**src/rtl/mole_display.sv**
```systemverilog
// Single-hole whack-a-mole display controller: lights one LED per mole, times it, reports hit/miss.
// Optional blinking of the lit mole is enabled by defining MOLE_BLINK_EN.
module mole_display #(
    parameter int NUM_HOLES   = 18,
    parameter int SHOW_CYCLES = 50000000,
    parameter int BLINK_DIV   = 6250000
) (
    input  logic        clk,
    input  logic        reset,
    input  logic [4:0]  number,
    input  logic [17:0] whack,
    output logic [17:0] displayL,
    output logic        hit,
    output logic        miss
);

    localparam int TW = (SHOW_CYCLES > 1) ? $clog2(SHOW_CYCLES) : 1;
    localparam logic [TW-1:0] TIMER_LOAD = TW'(SHOW_CYCLES - 1);
    localparam logic [4:0] NO_MOLE = 5'd31;

    localparam logic [0:0] IDLE = 1'b0;
    localparam logic [0:0] SHOW = 1'b1;

    if (NUM_HOLES != 18 || SHOW_CYCLES < 1 || BLINK_DIV < 1) begin : g_bad_param
        $error("mole_display: unsupported parameter values");
    end

    logic [0:0]    state, state_nx;
    logic [4:0]    pos, pos_nx;
    logic [4:0]    last, last_nx;
    logic [TW-1:0] timer, timer_nx;
    logic          hit_nx, miss_nx;
    logic          valid_num;
    logic          whack_pos;
    logic [17:0]   pos_image;
    logic [17:0]   blink_mask;

    assign valid_num = (number < 5'(NUM_HOLES));
    assign whack_pos = |(whack & (18'(1) << pos));
    assign pos_image = 18'(1) << pos_nx;

    always_comb begin
        state_nx = state;
        pos_nx   = pos;
        last_nx  = last;
        timer_nx = timer;
        hit_nx   = 1'b0;
        miss_nx  = 1'b0;
        case (state)
            IDLE: begin
                // The same index does not re-pop until number changes or goes invalid.
                if (valid_num && (number != last)) begin
                    pos_nx   = number;
                    last_nx  = number;
                    timer_nx = TIMER_LOAD;
                    state_nx = SHOW;
                end else if (!valid_num) begin
                    last_nx = NO_MOLE;
                end
            end
            SHOW: begin
                if (whack_pos) begin
                    hit_nx   = 1'b1;
                    state_nx = IDLE;
                end else if (!valid_num) begin
                    last_nx  = NO_MOLE;
                    state_nx = IDLE;
                end else if (number != pos) begin
                    pos_nx   = number;
                    last_nx  = number;
                    timer_nx = TIMER_LOAD;
                end else if (timer == '0) begin
                    miss_nx  = 1'b1;
                    state_nx = IDLE;
                end else begin
                    timer_nx = timer - 1'b1;
                end
            end
            default: begin
                state_nx = IDLE;
            end
        endcase
    end

`ifdef MOLE_BLINK_EN
    localparam int BW = (BLINK_DIV > 1) ? $clog2(BLINK_DIV) : 1;

    logic [BW-1:0] blink_cnt, blink_cnt_nx;
    logic          blink, blink_nx;
    logic          enter_show;

    assign enter_show = (state == IDLE) && (state_nx == SHOW);

    // Restarting on entry makes every new mole begin with a full lit half-period.
    always_comb begin
        blink_cnt_nx = blink_cnt;
        blink_nx     = blink;
        if (enter_show) begin
            blink_cnt_nx = '0;
            blink_nx     = 1'b1;
        end else if (blink_cnt == BW'(BLINK_DIV - 1)) begin
            blink_cnt_nx = '0;
            blink_nx     = ~blink;
        end else begin
            blink_cnt_nx = blink_cnt + 1'b1;
        end
    end

    always_ff @(posedge clk or posedge reset) begin
        if (reset) begin
            blink_cnt <= '0;
            blink     <= 1'b1;
        end else begin
            blink_cnt <= blink_cnt_nx;
            blink     <= blink_nx;
        end
    end

    assign blink_mask = {18{blink_nx}};
`else
    assign blink_mask = '1;
`endif

    always_ff @(posedge clk or posedge reset) begin
        if (reset) begin
            state    <= IDLE;
            pos      <= '0;
            last     <= NO_MOLE;
            timer    <= '0;
            displayL <= '0;
            hit      <= 1'b0;
            miss     <= 1'b0;
        end else begin
            state    <= state_nx;
            pos      <= pos_nx;
            last     <= last_nx;
            timer    <= timer_nx;
            displayL <= (state_nx == SHOW) ? (pos_image & blink_mask) : '0;
            hit      <= hit_nx;
            miss     <= miss_nx;
        end
    end

endmodule

```
**config.mk**
```make
export PLATFORM = sky130hd
export DESIGN_NAME = mole_display
export DESIGN_NICKNAME = d
export VERILOG_FILES = /design/src/rtl/mole_display.sv
export SDC_FILE = /design/constraint.sdc
export NUM_CORES = 1
export LEC_CHECK = 0
export CAP_MARGIN = 20
export CORE_MARGIN = 8
export CORE_UTILIZATION = 35
export DETAILED_ROUTE_END_ITERATION = 12
export SYNTH_ARGS = -nofsm -noshare
export SYNTH_HDL_FRONTEND = slang
export SYNTH_SLANG_ARGS = --single-unit
```
**constraint.sdc**
```tcl
create_clock -name clk -period 2.8 [get_ports clk]
set_input_delay 0.56 -clock clk [delete_from_list [all_inputs] [get_ports clk]]
set_output_delay 0.56 -clock clk [all_outputs]
set_load 0.005 [all_outputs]
```
---- Word-level counts from Yosys, hierarchy flattened ----
Index checks and enable logic that the tools add are counted.
Widths: inputs -> output; s select.
operators by class
  add/subtract/negate cells ............... 1
  magnitude comparators ................... 1
  eq/ne operators ......................... 8
  shift-type cells ........................ 2
  mux-type cells .......................... 31
  bitwise gates (word level) .............. 2
  reduce and logical (&&, ||, !) cells .... 5
operators by type and width
  kind                   number
  $mux 26                5
  $pmux 26 s2            1
  $mux 5                 9
  $shl 1x5->18 const A   2
  $logic_not 26->1       1
  $sub 26x1->26 const B  1
  $pmux 5 s2             2
  $and 18x18->18         1
  $mux 18                1
  $reduce_or 18->1       1
  $mux 1                 12
  $ne 5x5->1             2
  $ne 3x3->1 const B     2
  $lt 5x5->1 const B     1
  $ne 2x2->1 const B     2
  $reduce_and 4->1       1
  $ne 3x2->1 const B     1
  $reduce_and 3->1       1
  $ne 2x1->1 const B     1
  $pmux 1 s2             1
  $logic_and 1x1->1      1
  $not 1->1              1
storage, ports and cells
  register bits ........................... 57
  bits of input ports ..................... 25
  output and inout port bits .............. 20
  word-level logic and storage cells ...... 57

---- Depth between registers and ports, before layout ----
  word-level depth ........................ 7
  gate-level depth with buffers ........... 11
  gate-level depth less buffers ........... 10

---- Least setup slack after synthesis ----
Ideal clock, no wire load.
  kind .................................... input port to flip-flop
  start point ............................. in number[0]
  end point ............................... reg displayL[1]
  setup time .............................. 0.095 ns
  arrival ................................. 2.731 ns
  required time ........................... 2.705 ns
  setup slack ............................. -0.026 ns
  cell stages on the path ................. 8
  path through ............................ clkbuf_1 -> xnor2_1 -> nand4_1 -> o21ai_0 -> nor2_1 -> a222oi_1 -> or3b_1 -> nor4b_2
between the ends
  word-level cells in the longest chain between the ends .. 7
  elaborated cells between the ends (all ways) .. 16
  those cells by class .................... order compare (1); eq/ne (2); shift (1); mux (11); reduce/logical (1)
ends and longest elaborated chain
  item                                                RTL line  RTL
  start, declared                                     10        input logic [4:0] number,
  branches (longest 6 deep; another with $lt 5x5->1)  n/a
  $mux 18 *                                           138       displayL <= (state_nx == SHOW) ? (pos_image & blink_mask) : '0;
  end signal, assigned                                138
  end, declared                                       12        output logic [17:0] displayL,
Every way passes the cells marked *.
A chain may end at the register's enable or synchronous reset.

---- Worst setup path in the final report ----
  start point ............................. in whack[10]
  end point ............................... reg displayL[1]
between the ends
  word-level cells in the longest chain between the ends .. 6
  elaborated cells between the ends (all ways) .. 8
  those cells by class .................... shift (1); mux (5); bitwise (1); reduce/logical (1)
ends and longest elaborated chain
  item                RTL line  RTL
  start, declared     11        input logic [17:0] whack,
  $and 18x18->18 *    39        assign whack_pos = |(whack & (18'(1) << pos));
  $reduce_or 18->1 *  39
  $mux 5              62        if (whack_pos) begin
  $pmux 5 s2          49        case (state)
  $shl 1x5->18        40        assign pos_image = 18'(1) << pos_nx;
  $mux 18 *           138
Every way passes the cells marked *; elsewhere a longest branch is shown, timed or not.

==> run metrics <==
status=finished clean; diodes inserted=0; Initial Utilization=35.9%; Slowest-stage cell, CP=or4_4; DRT antenna net count=0; Clock Tree Buf Depth=2; DRC=0; Crit. End Element=flop; row cnt=34; Crit. Startpoint=whack[10]; total power=0.00352 W; slowest stage delay, CP=0.57 ns; Area contributors post-synth=dfrtp_1, o21ai_0, dfstp_2; Inserted Clock Buffers=9; total wire length=8.41 mm; count leader, synth=dfrtp_1; number of global-route vias before repair=2857; hold_buf cts=0; P&R area growth vs syn=37.1%; final hold violation count=0; mean routed wirelength per cell=15.9 um; initial antenna violation count=0; Static Leakage=1.72 nW; Core Area=8680 sq um; RSZ-0062 raised after global routing=true; Clock Skew=0.00698 ns; gr usage total=14.2%; Warnings, synthesis=0; maximum VDD drop=0.000439 V; Placer Congestion=0.848; reg2reg setup slack=0.10 ns; predominant post-synthesis flop cell=dfrtp_1; Die Width=110 um; DR iter-0 viols=142; Max-Cap Viols=0; WP data required=3.03 ns; routed vias/inst=5.28; critical path depth in cells=9; post-DP HPWL=6.16 mm; clk sink count=57; #FFs+latches synth=57; cell taking the most area after synthesis=dfrtp_1; f_max=364 MHz; Worst Setup EP=displayL[1]; Post-synth EDFFs=0; endpoints failing setup=0; critical-path maximum fanout=5; worst setup margin=0.0531 ns; CTS tree=done; register area=1430 sq um; Seq/Total Area, Yosys=45.9%; DRT Pass-1 Iters=4; Synth top area share=41.7%; Die H=110 um; fin. max-slew vios=0; crit path DAT=2.98 ns; Final Critical Period=2.75 ns; Setup WS pre-CTS=-0.386 ns; Synth async-reset ratio=100%; CP bufs+invs=2; NumNets Final=443; Post-Syn Instances=329; I/O pin cnt=45; Port Buffers=44; Tightest Hold Check Type=flop to flop; post-synthesis cell area=3120 sq um; CTS H-Tree Depth=3; largest net degree at the start of global routing=33; crit-path cells=clkdlybuf4s50_1 -> or3b_1 -> a21boi_0 -> or4_4 -> a31oi_4 -> a21oi_1 -> buf_4 -> or3b_1 -> nor4b_2; final period utilization=98.1%; top post-synthesis cells by count=dfrtp_1, o21ai_0, nor2_1; max_slew headroom=62.5%; die area=12200 sq um; critical path's top delay family=simple AND/OR/NAND/NOR gates; share of post-route cells with drive strength above 1=25.1%; CP most frequent cell=or3b_1; first-pass GRT wire length=14.4 mm; Reg2Reg Depth=9; clk slew on worst S/H paths=0.07 ns; Mapped Nets=355; CP Class=input pin to flop; FF-to-FF End=displayL[1]; synthesized area per cell=9.48 sq um; Distinct cells, synth=60; Least-Margin Pin Slew=0.561 ns; critical path launch point type=input pin; FILL cells=800; Via Count=2800; pwr/cell area=823 nW/um^2; area of the multi-input gates=1620 sq um; RR Startpoint=pos[2]; CTS root buffer=clkbuf_8; Overflow after GRT=0; Worst-Skew Late Latency=0.34 ns
placed cells by master (no fill, tap or decap), types with 8 or more instances in the layout:
cell type        count
a21oi_1             13
buf_4               49
clkbuf_8            10
clkdlybuf4s50_1     42
dfrtp_1             52
inv_1               11
nand2_1             22
nor2_1              28
nor3_1              14
nor4_1               8
o21ai_0             37
xnor2_1              8
flip-flops by register name, summed over array words and instances, names as in the netlist:
name,cells
state,1
timer,26
displayL,18
miss,1
last,5
pos,5
hit,1
power by group:
part	switching [W]	internal [W]
Clock	0.000338	0.000432
Sequential	0.000194	0.00101
Combinational	0.000807	0.000740
Total	0.00134	0.00218
metal layers:
layer  part of all wire (%)  GRT usage (%)
met3                    3.6           3.35
met5                      0              0
met2                     47           22.8
met1                     48           18.2
met4                    1.2           4.59
worst min path at each step:
stage / from / slack [ns] / depth (start not counted) / to
final: last[4] / 0.48 / 2 / last[4]
after global routing: last[4] / 0.50 / 2 / last[4]
after CTS: last[4] / 0.48 / 2 / last[4]
after detailed placement: last[4] / 0.47 / 2 / last[4]
after global placement: timer[23] / 0.46 / 1 / timer[23]
after floorplan: timer[23] / 0.44 / 1 / timer[23]
per-stage QoR:
stage / std cells / setup TNS (ns) / utilization, % / hold slack [ns] / instance area (sq um)
after floorplan: 329 / 0 / - / 0.438 / 3120
after CTS: 529 / 0 / 48.4 / 0.482 / 4200
after detailed placement: 512 / -8.70 / 46.0 / 0.472 / 3990
final: 530 / 0 / 49.3 / 0.479 / 4280
after global routing: 530 / -0.0694 / 49.3 / 0.501 / 4280
after global placement: 512 / -6.13 / 46.0 / 0.457 / 3990
layout make-up:
cell class	instances	area share, %
sequential	57	33.5
tap	108	3.16
multi-input combinational	240	37.8
clock buffer	11	3.31
inverter	14	1.23
clock inverter	5	1.29
timing repair buffer	95	19.7
cell families (layout without fill, tap and decap cells):
logic type | after synthesis | after routing | synth area share [%]
DFF | 57 | 57 | 45.9
adders and majority gates | 1 | 1 | 0.401
AOI/OAI and AO/OA | 84 | 84 | 17.0
muxes | 11 | 11 | 4.05
xor gates and xnor gates | 10 | 10 | 2.81
buffers and inverters | 32 | 125 | 4.41
and+or+nand+nor | 134 | 134 | 25.4
tightest hold or removal path, delay by kind of cell (launching register included):
family                 cells  cell delay [ns]
multiplexers               1             0.05
flip-flops                 1             0.38
buffers and inverters      1             0.05
repair_timing:
action                                  4_1_cts  5_1_grt
endpoints found under the setup margin        1       33
setup buffers                                 1        1
gates cloned                                  0        0
resized for setup                             1       14
pin swaps                                     1        1
Power figures use the tool's default switching activity.
